===== config.mk =====
export PLATFORM = sky130hd
export DESIGN_NAME = comb_datapath
export DESIGN_NICKNAME = d
export VERILOG_FILES = /design/src/rtl/comb_pkg.sv /design/src/rtl/lifo_stack.sv /design/src/rtl/comb_datapath.sv
export SDC_FILE = /design/constraint.sdc
export NUM_CORES = 1
export LEC_CHECK = 0
export CORE_AREA = 8 8 121 123
export CTS_CLUSTER_SIZE = 20
export DETAILED_ROUTE_END_ITERATION = 10
export DIE_AREA = 0 0 129 131
export PLACE_DENSITY_LB_ADDON = 0.3
export SETUP_SLACK_MARGIN = 0.2
export SLEW_MARGIN = 20
export SYNTH_ARGS = -nofsm -noshare
export SYNTH_HDL_FRONTEND = slang
export SYNTH_SLANG_ARGS = --single-unit

===== constraint.sdc =====
create_clock -name clk -period 4.57 [get_ports clk]
set_input_delay 0.914 -clock clk [delete_from_list [all_inputs] [get_ports clk]]
set_output_delay 0.914 -clock clk [all_outputs]
set_load 0.03 [all_outputs]

===== src/rtl/comb_pkg.sv =====
// rtl/comb_pkg.sv - shared encodings, defaults and bundle widths for the binomial engine
package comb_pkg;

  localparam int DW_DEF    = 4;
  localparam int DEPTH_DEF = 32;
  localparam int RW_DEF    = 16;

  typedef enum logic [1:0] {
    SEL_N   = 2'd0,
    SEL_NM1 = 2'd1,
    SEL_M   = 2'd2,
    SEL_MM1 = 2'd3
  } push_sel_e;

  // Controller-to-datapath strobes: ld_n, ld_m, s1, s2, s0[1:0], push, pop, top, cnt
  localparam int CTRL_W = 10;
  // Datapath-to-controller flags: eq_zero, nm_eq, empty
  localparam int STAT_W = 3;

  typedef struct packed {
    logic      ld_n;
    logic      ld_m;
    logic      s1;
    logic      s2;
    push_sel_e s0;
    logic      push;
    logic      pop;
    logic      top;
    logic      cnt;
  } ctrl_t;

  typedef struct packed {
    logic eq_zero;
    logic nm_eq;
    logic empty;
  } stat_t;

endpackage


===== src/rtl/lifo_stack.sv =====
// rtl/lifo_stack.sv - operand LIFO with sticky overflow/underflow and push+pop replace
module lifo_stack #(
  parameter int DW    = 4,
  parameter int DEPTH = 32
) (
  input  logic          clk,
  input  logic          rst_n,
  input  logic          clr_i,
  input  logic          push_i,
  input  logic          pop_i,
  input  logic          top_i,
  input  logic [DW-1:0] wdata_i,
  output logic [DW-1:0] rdata_o,
  output logic          empty_o,
  output logic          full_o,
  output logic          ovf_o,
  output logic          udf_o
);

  localparam int AW = $clog2(DEPTH);
  localparam logic [AW:0] SP_ONE  = {{AW{1'b0}}, 1'b1};
  localparam logic [AW:0] SP_FULL = (AW+1)'(DEPTH);

  logic [DW-1:0] mem_q [DEPTH];
  logic [AW:0]   sp_q, sp_d;
  logic          ovf_q, ovf_d;
  logic          udf_q, udf_d;

  logic          empty, full;
  logic          do_repl, do_push, do_pop;
  logic          wr_en;
  logic [AW:0]   sp_m1;
  logic [AW-1:0] top_idx, wr_addr;

  assign empty   = (sp_q == '0);
  assign full    = (sp_q == SP_FULL);
  assign sp_m1   = sp_q - SP_ONE;
  assign top_idx = sp_m1[AW-1:0];

  // Push+pop on a non-empty stack overwrites the top; on an empty stack it is a plain push.
  assign do_repl = push_i && pop_i && !empty;
  assign do_push = push_i && !do_repl && !full;
  assign do_pop  = pop_i && !push_i && !empty;
  assign wr_en   = do_repl || do_push;
  assign wr_addr = do_repl ? top_idx : sp_q[AW-1:0];

  always_comb begin
    sp_d  = sp_q;
    ovf_d = ovf_q;
    udf_d = udf_q;
    if (do_push) sp_d = sp_q + SP_ONE;
    if (do_pop)  sp_d = sp_m1;
    if (push_i && !do_repl && full) ovf_d = 1'b1;
    if (pop_i && !push_i && empty)  udf_d = 1'b1;
  end

  always_ff @(posedge clk) begin
    if (!rst_n || clr_i) begin
      sp_q  <= '0;
      ovf_q <= 1'b0;
      udf_q <= 1'b0;
    end else begin
      sp_q  <= sp_d;
      ovf_q <= ovf_d;
      udf_q <= udf_d;
    end
  end

  // Memory is not reset; its contents are meaningless once sp is cleared.
  always_ff @(posedge clk) begin
    if (rst_n && !clr_i && wr_en) mem_q[wr_addr] <= wdata_i;
  end

  assign rdata_o = (top_i && !empty) ? mem_q[top_idx] : '0;
  assign empty_o = empty;
  assign full_o  = full;
  assign ovf_o   = ovf_q;
  assign udf_o   = udf_q;

endmodule


===== src/rtl/comb_datapath.sv =====
// rtl/comb_datapath.sv - n/m registers, push-data select, operand LIFO and leaf counter
module comb_datapath
  import comb_pkg::*;
#(
  parameter int DW    = DW_DEF,
  parameter int DEPTH = DEPTH_DEF,
  parameter int RW    = RW_DEF
) (
  input  logic          clk,
  input  logic          rst_n,
  input  logic          clr,
  input  logic [DW-1:0] n_in,
  input  logic [DW-1:0] m_in,
  input  logic          ld_n,
  input  logic          ld_m,
  input  logic          s1,
  input  logic          s2,
  input  logic [1:0]    s0,
  input  logic          push,
  input  logic          pop,
  input  logic          top,
  input  logic          cnt,
  output logic          eq_zero,
  output logic          nm_eq,
  output logic          empty,
  output logic [DW-1:0] stack_out,
  output logic [RW-1:0] result,
  output logic          ovf,
  output logic          udf
);

  localparam logic [DW-1:0] DW_ONE = {{(DW-1){1'b0}}, 1'b1};
  localparam logic [RW-1:0] RW_ONE = {{(RW-1){1'b0}}, 1'b1};

  logic [DW-1:0] n_q, n_d;
  logic [DW-1:0] m_q, m_d;
  logic [RW-1:0] result_q, result_d;
  logic [DW-1:0] push_data;
  logic          full_unused;

  // Loads from the stack take the pre-edge top, so pop+load captures the popped entry.
  always_comb begin
    n_d = n_q;
    m_d = m_q;
    if (ld_n) n_d = s1 ? n_in : stack_out;
    if (ld_m) m_d = s2 ? m_in : stack_out;
  end

  always_comb begin
    push_data = n_q;
    case (push_sel_e'(s0))
      SEL_N:   push_data = n_q;
      SEL_NM1: push_data = n_q - DW_ONE;
      SEL_M:   push_data = m_q;
      SEL_MM1: push_data = m_q - DW_ONE;
      default: push_data = n_q;
    endcase
  end

  always_comb begin
    result_d = result_q;
    if (cnt && (result_q != '1)) result_d = result_q + RW_ONE;
  end

  always_ff @(posedge clk) begin
    if (!rst_n || clr) begin
      n_q      <= '0;
      m_q      <= '0;
      result_q <= '0;
    end else begin
      n_q      <= n_d;
      m_q      <= m_d;
      result_q <= result_d;
    end
  end

  lifo_stack #(
    .DW    (DW),
    .DEPTH (DEPTH)
  ) u_stack (
    .clk     (clk),
    .rst_n   (rst_n),
    .clr_i   (clr),
    .push_i  (push),
    .pop_i   (pop),
    .top_i   (top),
    .wdata_i (push_data),
    .rdata_o (stack_out),
    .empty_o (empty),
    .full_o  (full_unused),
    .ovf_o   (ovf),
    .udf_o   (udf)
  );

  assign eq_zero = (m_q == '0);
  assign nm_eq   = (n_q == m_q);
  assign result  = result_q;

endmodule


==> flow_summary.json <==
{
  "result_of_the_run": "complete, no violations",
  "crit_arrival_ns": 3.25,
  "placementRows": 42,
  "area.growth.synth_to_final_pct": 17.20,
  "clock_tree.buffer_depth": 2,
  "port_buffers": 45,
  "timing.max_slew.rel_slack_pct": 46.28,
  "cts_inserted_buffers": 17,
  "path_delay_family": "buffers and inverters",
  "critPathLaunchType": "flop",
  "finish.instance_area_um2": 8549,
  "post-synth-top-area-cell": "sky130_fd_sc_hd__edfxtp_1",
  "portion_of_the_post_synthesis_area_used_by_sequential_elements_pct": 61.48,
  "cp.required_ns": 3.66,
  "finalSetupTns_ns": 0,
  "io-pin-count": 46,
  "drc": 0,
  "max-vdd-ir-drop_uv": 315.2,
  "cts_hold_repair.buffers": 0,
  "post-route-min-period_ns": 4.169,
  "finalWirelength_um": 16630,
  "place.detailed.instances": 774,
  "synth.net_count": 597,
  "max_freq_mhz": 239.9,
  "crit_slowest_cell": "sky130_fd_sc_hd__xor2_1",
  "mappedNetlistArea_um2": 7294,
  "remaining_overflow_grt": 0,
  "insertion_delay_ns": 0.43,
  "final-max-slew-violation-count": 0,
  "kind_of_end_point_of_the_critical_path": "primary output",
  "dominantRegCellSynth": "sky130_fd_sc_hd__edfxtp_1",
  "crit_type": "reg2out",
  "crit_path_buf_inv_count": 3,
  "yosysWarningCount": 0,
  "async_reset_ff_share_pct": 0,
  "drive_gt1_share_pct": 13.81,
  "final_util_pct": 66.40,
  "via_count_of_the_first_global_routing_pass": 4893,
  "worstReg2RegEnd": "u_stack.mem_q[19][3]$_DFFE_PP_",
  "initial_utilization_pct": 56.66,
  "clock_tree_from_tritoncts": "done",
  "worstHoldPathType": "reg2reg",
  "worst_slew_pin_slew_ns": 0.7855,
  "antenna_found_initial": 0,
  "routed-via-count": 4889,
  "unrepaired_setup_endpoints_after_global_routing": "false",
  "crit_path_frequent_cell": "sky130_fd_sc_hd__buf_4",
  "postSynthCellCount": 572,
  "critical-path-max-stage-delay_ns": 0.60,
  "clockRootBuffer": "sky130_fd_sc_hd__clkbuf_16",
  "clkSlewWorstSetupHoldPaths_ns": 0.07,
  "die_h_um": 131,
  "synthTopCellsByArea": "sky130_fd_sc_hd__edfxtp_1 (53%), sky130_fd_sc_hd__dfxtp_1 (8.8%), sky130_fd_sc_hd__mux4_2 (7.4%), sky130_fd_sc_hd__nor2_1 (3.8%), sky130_fd_sc_hd__mux2i_1 (3.0%)",
  "regToRegStartpoint": "u_stack.sp_q[1]$_SDFFE_PP0P_",
  "finalSetupViolCount": 0,
  "postSynthAreaPerCell_um2": 12.75,
  "number_of_flops_mapped_to_enable_cells_by_yosys": 128,
  "grt_start_max_net_pins": 51,
  "pwr_density_cell_nw_per_um2": 397.5,
  "gr-usage-all-layers_pct": 20.74,
  "drt_iter0_drc": 593,
  "final.period_utilization_pct": 91.22,
  "via_density_per_instance": 6.066,
  "setup.reg_to_reg.worst_slack_ns": 1.48,
  "most_frequent_cells_in_the_layout": "sky130_fd_sc_hd__edfxtp_1 (128), sky130_fd_sc_hd__nor2_1 (73), sky130_fd_sc_hd__clkdlybuf4s50_1 (41)",
  "synthDominantCellAreaShare_pct": 52.69,
  "finClkSkew_ns": 0.007799,
  "postPlaceCellArea_um2": 7935,
  "dieWidth_um": 129,
  "worstPathMaxFanout": 11,
  "worst_r2r_path_depth": 7,
  "ys_seq_elements": 160,
  "layout.cells.most_common": "sky130_fd_sc_hd__edfxtp_1",
  "fin_cells": 806,
  "final_nets": 642,
  "area_of_the_die_um2": 16900,
  "setup.worst_path.end": "stack_out[0]",
  "hold_viol": 0,
  "drt_pre_antenna_iters": 5,
  "core-area_um2": 12870,
  "wl_per_cell_um": 20.63,
  "power_leakage_nw": 2.741,
  "path_depth": 9,
  "crit_chain": "inv_1 -> ha_4 -> xor2_1 -> buf_4 -> mux2i_1 -> o21ai_0 -> o211ai_1 -> nor2_1 -> buf_4",
  "cts_sinks": 160,
  "synth_cell_type_count": 52,
  "detailed_placement_wirelength_estimate_um": 10690,
  "total_power_mw": 3.399,
  "antenna_cells_inserted": 0,
  "max_cap_viol_count": 0,
  "drtAntennaViolNets": 0,
  "critical_path_launch_point": "u_stack.sp_q[1]$_SDFFE_PP0P_",
  "htreeDepth": 4,
  "grt_first_pass_wirelength_um": 26250,
  "gp_congestion": 0.8498
}
[cell usage after synthesis (all sizes together), types with 7 or more instances]
cell type	number
edfxtp	128
nor2	73
nand2	39
nand3	34
dfxtp	32
mux4	24
mux2i	23
o21ai	23
xor2	20
buf	18
inv	17
clkbuf	14
a21oi	13
o31ai	9
nand4	7
nor2b	7
nor3	7
xnor2	7
[report_power, final]
group | total, mW | switching (mW) | internal [mW]
clock | 1.44 | 0.614 | 0.822
sequential | 1.60 | 0.00806 | 1.60
combinational | 0.360 | 0.224 | 0.136
[stage by stage]
step                hold WS (ns)  setup slack [ns]
detailed placement        0.4759            0.5887
CTS                       0.4886            0.4661
global route              0.5077            0.2966
finish                    0.4824            0.4012
floorplan                 0.5666            0.6031
global placement          0.4544            0.7252
[tightest hold or removal path: stages, from the launching register on]
cell and delay [ns]:
sky130_fd_sc_hd__dfxtp_1 0.33, sky130_fd_sc_hd__nor2_1 0.05, sky130_fd_sc_hd__nor2_1 0.07
[per-layer routing]
layer  vias to the layer above  routed length, um  track usage (%)
met1                      2395               6854            25.03
met4                         0                317            8.846
li1                       2252                  -                -
met3                        25               1180            5.560
met5                         -                  0                0
met2                       217               8275            34.61
[state kept, by name (all words and copies together), names as in the netlist]
signal	cells
m_q	4
n_q	4
result	16
u_stack.mem_q	128
u_stack.ovf_o	1
u_stack.sp_q	6
u_stack.udf_o	1
[worst min path at each step]
stage | from | endpoint | cells after the start
floorplan | n_q[3]$_SDFFE_PP0P_ | n_q[3]$_SDFFE_PP0P_ | 4
global placement | u_stack.ovf_o$_SDFFE_PP0P_ | u_stack.ovf_o$_SDFFE_PP0P_ | 2
detailed placement | u_stack.ovf_o$_SDFFE_PP0P_ | u_stack.ovf_o$_SDFFE_PP0P_ | 2
CTS | u_stack.ovf_o$_SDFFE_PP0P_ | u_stack.ovf_o$_SDFFE_PP0P_ | 2
global route | u_stack.ovf_o$_SDFFE_PP0P_ | u_stack.ovf_o$_SDFFE_PP0P_ | 2
finish | u_stack.ovf_o$_SDFFE_PP0P_ | u_stack.ovf_o$_SDFFE_PP0P_ | 2
[area by class of cell]
| cell class | instances | area (um2) |
|---|---|---|
| Clock buffer | 17 | 425.4 |
| Fill cell | 933 | 4325 |
| Clock inverter | 15 | 178.9 |
| Timing Repair Buffer | 58 | 538.0 |
| Sequential cell | 160 | 4486 |
| Multi-Input combinational cell | 363 | 2638 |
| Inverter | 17 | 63.81 |
| Tap cell | 176 | 220.2 |
[repair_timing]
action	CTS	global route
setup buffers	0	0
endpoints found under the hold margin	0	0
resized for setup	1	0
setup endpoints to repair	2	0
[cells by family (layout without fill, tap and decap cells)]
| family | after synthesis | after routing | share of synthesized area, % |
|---|---|---|---|
| DFF | 160 | 160 | 61.48 |
| and+or+nand+nor | 199 | 199 | 13.09 |
| muxes | 49 | 49 | 11.05 |
| adders and majority gates | 4 | 4 | 0.6861 |
| AOI/OAI and AO/OA | 84 | 84 | 7.564 |
| buffers and inverters | 49 | 107 | 2.899 |
| xor gates and xnor gates | 27 | 27 | 3.242 |
Power figures use the tool's default switching activity.
